[src/rtl/fft_pkg.sv]
// Shared constants, read-side state encoding and the 5-bit index reversal
// used by the 32-point FFT output reorder block.
package fft_pkg;

  localparam int N      = 32;
  localparam int N_LOG2 = 5;
  localparam int DATA_W = 16;

  typedef enum logic {
    RD_IDLE  = 1'b0,
    RD_DRAIN = 1'b1
  } rd_state_t;

  function automatic logic [N_LOG2-1:0] bitrev5(input logic [N_LOG2-1:0] a);
    logic [N_LOG2-1:0] r;
    for (int i = 0; i < N_LOG2; i++) begin
      r[i] = a[N_LOG2-1-i];
    end
    return r;
  endfunction

endpackage

[src/rtl/fft_reorder_bank.sv]
// One ping-pong bank: simple dual-port synchronous RAM holding {real, imag}
// per entry, one write port and one registered read port.
module fft_reorder_bank #(
  parameter int DATA_W = 16,
  parameter int ADDR_W = 5
) (
  input  logic                  clk,
  input  logic                  we,
  input  logic [ADDR_W-1:0]     waddr,
  input  logic [2*DATA_W-1:0]   wdata,
  input  logic                  re,
  input  logic [ADDR_W-1:0]     raddr,
  output logic [2*DATA_W-1:0]   rdata
);

  logic [2*DATA_W-1:0] mem [2**ADDR_W];

  // NOTE: the array is deliberately left without a reset so it maps onto
  // block RAM; every entry is rewritten before a drain can ever read it.
  always_ff @(posedge clk) begin
    if (we) begin
      mem[waddr] <= wdata;
    end
    if (re) begin
      rdata <= mem[raddr];
    end
  end

endmodule

[src/rtl/fft32_reorder.sv]
// Converts a bit-reversed 32-point FFT output stream into natural order using
// two ping-pong banks: one is filled while the other is drained.
module fft32_reorder #(
  parameter int DATA_W = fft_pkg::DATA_W,
  parameter int N_LOG2 = fft_pkg::N_LOG2
) (
  input  logic                     clk,
  input  logic                     rst,
  input  logic                     in_valid,
  input  logic                     in_start,
  input  logic signed [DATA_W-1:0] in_real,
  input  logic signed [DATA_W-1:0] in_imag,
  output logic                     out_valid,
  output logic signed [DATA_W-1:0] out_real,
  output logic signed [DATA_W-1:0] out_imag,
  output logic [N_LOG2-1:0]        out_idx,
  output logic                     out_last,
  output logic                     frame_err
);

  import fft_pkg::rd_state_t;
  import fft_pkg::RD_IDLE;
  import fft_pkg::RD_DRAIN;
  import fft_pkg::bitrev5;

  localparam logic [N_LOG2-1:0] LAST_ADDR = '1;

  logic [N_LOG2-1:0]   wr_cnt, waddr;
  logic                wr_bank;
  logic                handoff;
  logic [N_LOG2-1:0]   rd_cnt, rd_cnt_nxt, raddr, rd_k;
  logic                rd_bank, rd_bank_nxt, rd_bank_d;
  logic                rd_en, rd_v;
  rd_state_t           state, state_nxt;
  logic [2*DATA_W-1:0] wdata, rdata0, rdata1, rdata;

  // A full frame is handed over only by a plain (non-start) sample at address 31.
  assign handoff = in_valid && !in_start && (wr_cnt == LAST_ADDR);
  assign waddr   = in_start ? '0 : wr_cnt;
  assign wdata   = {in_real, in_imag};

  // NOTE: all clocked state uses non-blocking assignments so every register
  // samples the pre-edge values regardless of process ordering.
  always_ff @(posedge clk) begin
    if (!rst) begin
      wr_cnt    <= '0;
      wr_bank   <= 1'b0;
      frame_err <= 1'b0;
    end else begin
      frame_err <= in_valid && in_start && (wr_cnt != '0);
      if (in_valid) begin
        wr_cnt <= in_start ? N_LOG2'(1) : wr_cnt + 1'b1;
        if (handoff) begin
          wr_bank <= ~wr_bank;
        end
      end
    end
  end

  fft_reorder_bank #(.DATA_W(DATA_W), .ADDR_W(N_LOG2)) u_bank0 (
    .clk   (clk),
    .we    (in_valid && !wr_bank),
    .waddr (waddr),
    .wdata (wdata),
    .re    (rd_en && !rd_bank),
    .raddr (raddr),
    .rdata (rdata0)
  );

  fft_reorder_bank #(.DATA_W(DATA_W), .ADDR_W(N_LOG2)) u_bank1 (
    .clk   (clk),
    .we    (in_valid && wr_bank),
    .waddr (waddr),
    .wdata (wdata),
    .re    (rd_en && rd_bank),
    .raddr (raddr),
    .rdata (rdata1)
  );

  always_ff @(posedge clk) begin
    if (!rst) begin
      state   <= RD_IDLE;
      rd_cnt  <= '0;
      rd_bank <= 1'b0;
    end else begin
      state   <= state_nxt;
      rd_cnt  <= rd_cnt_nxt;
      rd_bank <= rd_bank_nxt;
    end
  end

  // NOTE: every variable gets its hold value first so no path leaves it
  // unassigned and no latch is inferred.
  always_comb begin
    state_nxt   = state;
    rd_cnt_nxt  = rd_cnt;
    rd_bank_nxt = rd_bank;
    case (state)
      RD_IDLE: begin
        if (handoff) begin
          state_nxt   = RD_DRAIN;
          rd_cnt_nxt  = '0;
          rd_bank_nxt = wr_bank;
        end
      end
      RD_DRAIN: begin
        rd_cnt_nxt = rd_cnt + 1'b1;
        if (rd_cnt == LAST_ADDR) begin
          // A hand-off on the final read restarts the drain with no gap.
          if (handoff) begin
            rd_bank_nxt = wr_bank;
          end else begin
            state_nxt = RD_IDLE;
          end
        end
      end
      default: state_nxt = RD_IDLE;
    endcase
  end

  always_comb begin
    rd_en = (state == RD_DRAIN);
    raddr = bitrev5(rd_cnt);
  end

  // rd_bank may flip on the same edge as the last read, so the mux uses a delayed copy.
  assign rdata = rd_bank_d ? rdata1 : rdata0;

  always_ff @(posedge clk) begin
    if (!rst) begin
      rd_v      <= 1'b0;
      rd_k      <= '0;
      rd_bank_d <= 1'b0;
      out_valid <= 1'b0;
      out_last  <= 1'b0;
      out_real  <= '0;
      out_imag  <= '0;
      out_idx   <= '0;
    end else begin
      rd_v      <= rd_en;
      rd_k      <= rd_cnt;
      rd_bank_d <= rd_bank;
      out_valid <= rd_v;
      out_last  <= rd_v && (rd_k == LAST_ADDR);
      if (rd_v) begin
        out_real <= rdata[2*DATA_W-1:DATA_W];
        out_imag <= rdata[DATA_W-1:0];
        out_idx  <= rd_k;
      end else begin
        out_real <= '0;
        out_imag <= '0;
        out_idx  <= '0;
      end
    end
  end

endmodule

[config.mk]
export PLATFORM = sky130hd
export DESIGN_NAME = fft32_reorder
export DESIGN_NICKNAME = d
export VERILOG_FILES = /design/src/rtl/fft_pkg.sv /design/src/rtl/fft_reorder_bank.sv /design/src/rtl/fft32_reorder.sv
export SDC_FILE = /design/constraint.sdc
export NUM_CORES = 2
export LEC_CHECK = 0
export CORE_ASPECT_RATIO = 1.75
export CORE_MARGIN = 5
export CORE_UTILIZATION = 34
export DETAILED_ROUTE_END_ITERATION = 8
export PLACE_DENSITY = 0.53
export SYNTH_ARGS = -nofsm -noshare
export SYNTH_HDL_FRONTEND = slang
export SYNTH_SLANG_ARGS = --single-unit
[constraint.sdc]
create_clock -name clk -period 8.4 [get_ports clk]
set_input_delay 1.26 -clock clk [delete_from_list [all_inputs] [get_ports clk]]
set_output_delay 1.26 -clock clk [all_outputs]
set_load 0.05 [all_outputs]
==> run summary <==
Clock root buffer: sky130_fd_sc_hd__clkbuf_16. The run finished with clean final reports. The worst setup path is captured at a register. In this run, the number of DRC markers left after iteration 0 of detailed routing was 3,197.

Along the worst path, the maximum fanout reaches 32. For the setup TNS after final layout, the log shows 0 ps. The detailed-router iteration count before antenna repair was 5; the routed via count divided by cell count was 5.28. The share of the cycle needed by the critical path after routing is 51.6%, and the number of hold buffers added after CTS is 0. In this run the remaining antenna-violating nets after routing total 0. The final instance area was 92,800 um^2; the instance area at placement was 86,600 um^2. For the sequential fraction of the synthesis area, the log shows 78.9%.

In the routed design, unresolved DRC markers number 0. After clock tree synthesis, the clock-pin slew on the worst setup and hold paths is 60 ps. The total setup violations reported at the end of the flow came out at 0. Setup repair after global routing left no endpoint under its margin. Type of the tightest min-delay check: reg2reg. The arrival time of data at the critical path endpoint is 4760 ps. The tool flagged a number of max-cap violations equal to 0. In this run, flip-flops and latches consume 56.9% of the power.

Cell internal power was estimated by the tool at 16.7 mW. The share of post-route cells with drive strength above 1 was 23.5%; the post-placement setup slack was 3330 ps. The count of warnings emitted by yosys is 0, and the max-slew violation count is 0. The number of port buffers was 75; the power per cell area was 225 nW/um^2.

The later pin in the worst-skew pair is clocked with a latency of 850 ps. The H-tree generated during clock tree synthesis spans 4 levels. Once detailed placement completed, the half-perimeter wirelength came to 130,000 um. The clock sink count is 2,172. The most common library cell in the layout ignoring fill and taps was sky130_fd_sc_hd__edfxtp_1. Counting flops with a built-in enable in the synthesized netlist gives 2,112. The final worst-path setup slack was 4060 ps. The initialized floorplan defines 238 standard-cell rows.

The logs give 449 ps for the worst hold slack and 240,000 um^2 for the core area. The first global-routing pass estimated 304,000 um of wire. For the maximum vdd drop, the log shows 0.155 mV. The primary flip-flop cell chosen by synthesis mapping is sky130_fd_sc_hd__edfxtp_1. The delay of the slowest cell on the worst path came out at 1200 ps.

Counting along the longest clock path gives a buffer depth of 4. TritonCTS built the clock tree. Of the total power, the share spent switching nets is 20.3%. In the layout the commonest cells are sky130_fd_sc_hd__edfxtp_1 (2,112), sky130_fd_sc_hd__mux4_2 (356), sky130_fd_sc_hd__mux2i_1 (268), sky130_fd_sc_hd__clkbuf_16 (206), sky130_fd_sc_hd__a22oi_1 (156). The average cell area after synthesis was 21.5 um^2. Of the total power, the clock network draws 41.8%. Combinational cells account for 1.3% of the total power.

The design draws 20.9 mW. Counting flops with an async set or reset pin after synthesis yields a share of 0%. From left edge to right edge, the die measures 381 um.

The number of antenna violations at the first check in global routing was 8. After technology mapping, the gate count stands at 3,801. Pin placement for this block handled 76 I/O pins. Synthesis inferred 2,172 register bits.

The vias after detailed routing was 38,195; the overall die height was 659 um. At the end of the flow, the number of nets in the layout was 3,996. The analysis attributes to net switching a power of 4.24 mW. Compared with the post-synthesis result, the final layout area differs by 13.3%. For this design, the slowest cell found on the critical path is sky130_fd_sc_hd__nor2_4.

The die area was 251,000 um^2. For the worst-case headroom to the max-slew limit, the log shows 20.5%. The final count of hold timing violations was 0; the utilization after layout was 38.7%. The signal on the critical path passes through clkdlybuf4s50_1, inv_1, nor2_1, nand3_1, nor2_4. At the pin with the least slew margin, the transition time is 1190 ps. In this run, placement finished with an instance count of 6,871. For the worst setup path, the data required time is 8830 ps. The highest clock frequency the design can meet is 0.231 GHz, and the global route total overflow is 0. The number of global-route vias before repair is 39,183, and the time the worst path needs with I/O delays and setup is 4340 ps.

The logs give 46.9 ps for the worst clock skew and 21,527 for the count of filler cells inserted in the layout. The worst setup path category is in2reg. In this run the static leakage power is 27.0 nW. After synthesis the cells add up to 81,900 um^2. Gates resized during post-CTS repair numbered 0. The number of nets handed over by synthesis was 3,842. Critical path startpoint category: a primary input. In the global route stage, overall resource usage came out at 16.9%.

After detailed routing, the average wire length per cell comes to 30.0 um. Excluding fillers, the count of instances in the completed layout stands at 7,239. The tools report the number of distinct library cells after synthesis as 40. Once the clock tree was built, the setup fixing pass inserted 0 buffers.

At the end of routability-driven placement, the weighted congestion stood at 0.818. The TritonCTS buffer count came out at 202. The maximum number of pins on one net before global-route repair was 110; the starting density of the core was 34.1%. Wires add up to 217,000 um.
## cell type report
type / count / area [um^2] / area share, %
clock inverter: 109 / 736 / 0.793
timing repair buffer: 167 / 1390 / 1.50
tap: 3120 / 3900 / 4.21
multi-input combinational: 1407 / 16700 / 18.0
antenna: 5 / 12.5 / 0.0135
sequential: 2172 / 64600 / 69.7
inverter: 5 / 18.8 / 0.0202
clock buffer: 254 / 5410 / 5.82
## layer usage
layer  vias up  global-route usage (%)  share of wire [%]
li1      16198                       -                  -
met1     20710                    21.9                 41
met2      1025                    29.7                 51
met3       256                    2.12                4.5
met4         6                    5.24                3.3
met5         -                       0              0.016
## path summary, 6_finish.rpt
path | from | cells after the start | end | slack [ps]
max | in_valid | 5 | u_bank0.mem[15][13]$_DFFE_PP_ | 4060
min | rd_k[0]$_SDFF_PN0_ | 2 | out_idx[0]$_SDFF_PN0_ | 450
max reg2reg | rd_cnt[4]$_SDFFE_PN0P_ | 5 | u_bank1.rdata[8]$_DFFE_PP_ | 4590
min reg2reg | rd_k[0]$_SDFF_PN0_ | 2 | out_idx[0]$_SDFF_PN0_ | 450
## logic make-up after synthesis
family	after synthesis	synth area share [%]
flip-flops	2172	78.9
multiplexers	752	14.8
AO/OA/AOI/OAI	404	3.33
AND/OR/NAND/NOR	245	1.47
buffers and inverters	222	1.36
adder cells (fa/ha/maj)	5	0.0764
XOR/XNOR	1	0.0107
## power by group through the flow
stage | clock network [mW] | logic (mW) | registers (mW)
6_report | 8.74 | 0.281 | 11.9
5_1_grt | 9.37 | 0.299 | 11.9
4_1_cts | 8.95 | 0.292 | 11.9
3_5_place_dp | 0 | 0.292 | 12.1
3_3_place_gp | 0 | 0.280 | 12.1
2_1_floorplan | 0 | 0.0334 | 12.1
## synthesized netlist by cell type (4+ instances only)
cell                       number  area (um^2)
sky130_fd_sc_hd__mux4_2       356         8020
sky130_fd_sc_hd__nand3b_1       6         45.0
sky130_fd_sc_hd__buf_1         15         56.3
sky130_fd_sc_hd__nand4_1       42          263
sky130_fd_sc_hd__o21ai_0        6         30.0
sky130_fd_sc_hd__and3_1         7         43.8
sky130_fd_sc_hd__clkbuf_1      91          342
sky130_fd_sc_hd__nand2_1       16         60.1
sky130_fd_sc_hd__nor2_1       104          390
sky130_fd_sc_hd__nor3_1        29          145
sky130_fd_sc_hd__a21boi_0       4         30.0
sky130_fd_sc_hd__inv_1          5         18.8
sky130_fd_sc_hd__and2_1        13         81.3
sky130_fd_sc_hd__nand2b_1       4         25.0
sky130_fd_sc_hd__buf_4         33          248
sky130_fd_sc_hd__mux2i_1      268         2680
sky130_fd_sc_hd__edfxtp_1    2112        63400
sky130_fd_sc_hd__o22ai_1       76          475
sky130_fd_sc_hd__buf_6         10          113
sky130_fd_sc_hd__o211ai_1      78          586
sky130_fd_sc_hd__ha_1           5         62.6
sky130_fd_sc_hd__buf_2         68          340
sky130_fd_sc_hd__dfxtp_1       60         1200
sky130_fd_sc_hd__nor2b_1       10         62.6
sky130_fd_sc_hd__nand3_1        7         35.0
sky130_fd_sc_hd__mux2_2       128         1440
sky130_fd_sc_hd__a22oi_1      156         1170
sky130_fd_sc_hd__a21oi_1       80          400
## critical path: cells and delay by family
family | cells | cell delay (ps)
AND/OR/NAND/NOR | 3 | 2300
buffers and inverters | 2 | 1130
## sequential cells by signal (all words and copies together), names as in the netlist, 5 cells and up
name / cells
wr_cnt: 5
out_idx: 5
u_bank0.mem: 1024
rd_cnt: 5
u_bank0.rdata: 32
out_real: 16
u_bank1.rdata: 32
u_bank1.mem: 1024
rd_k: 5
out_imag: 16
Power figures use the tool's default switching activity.
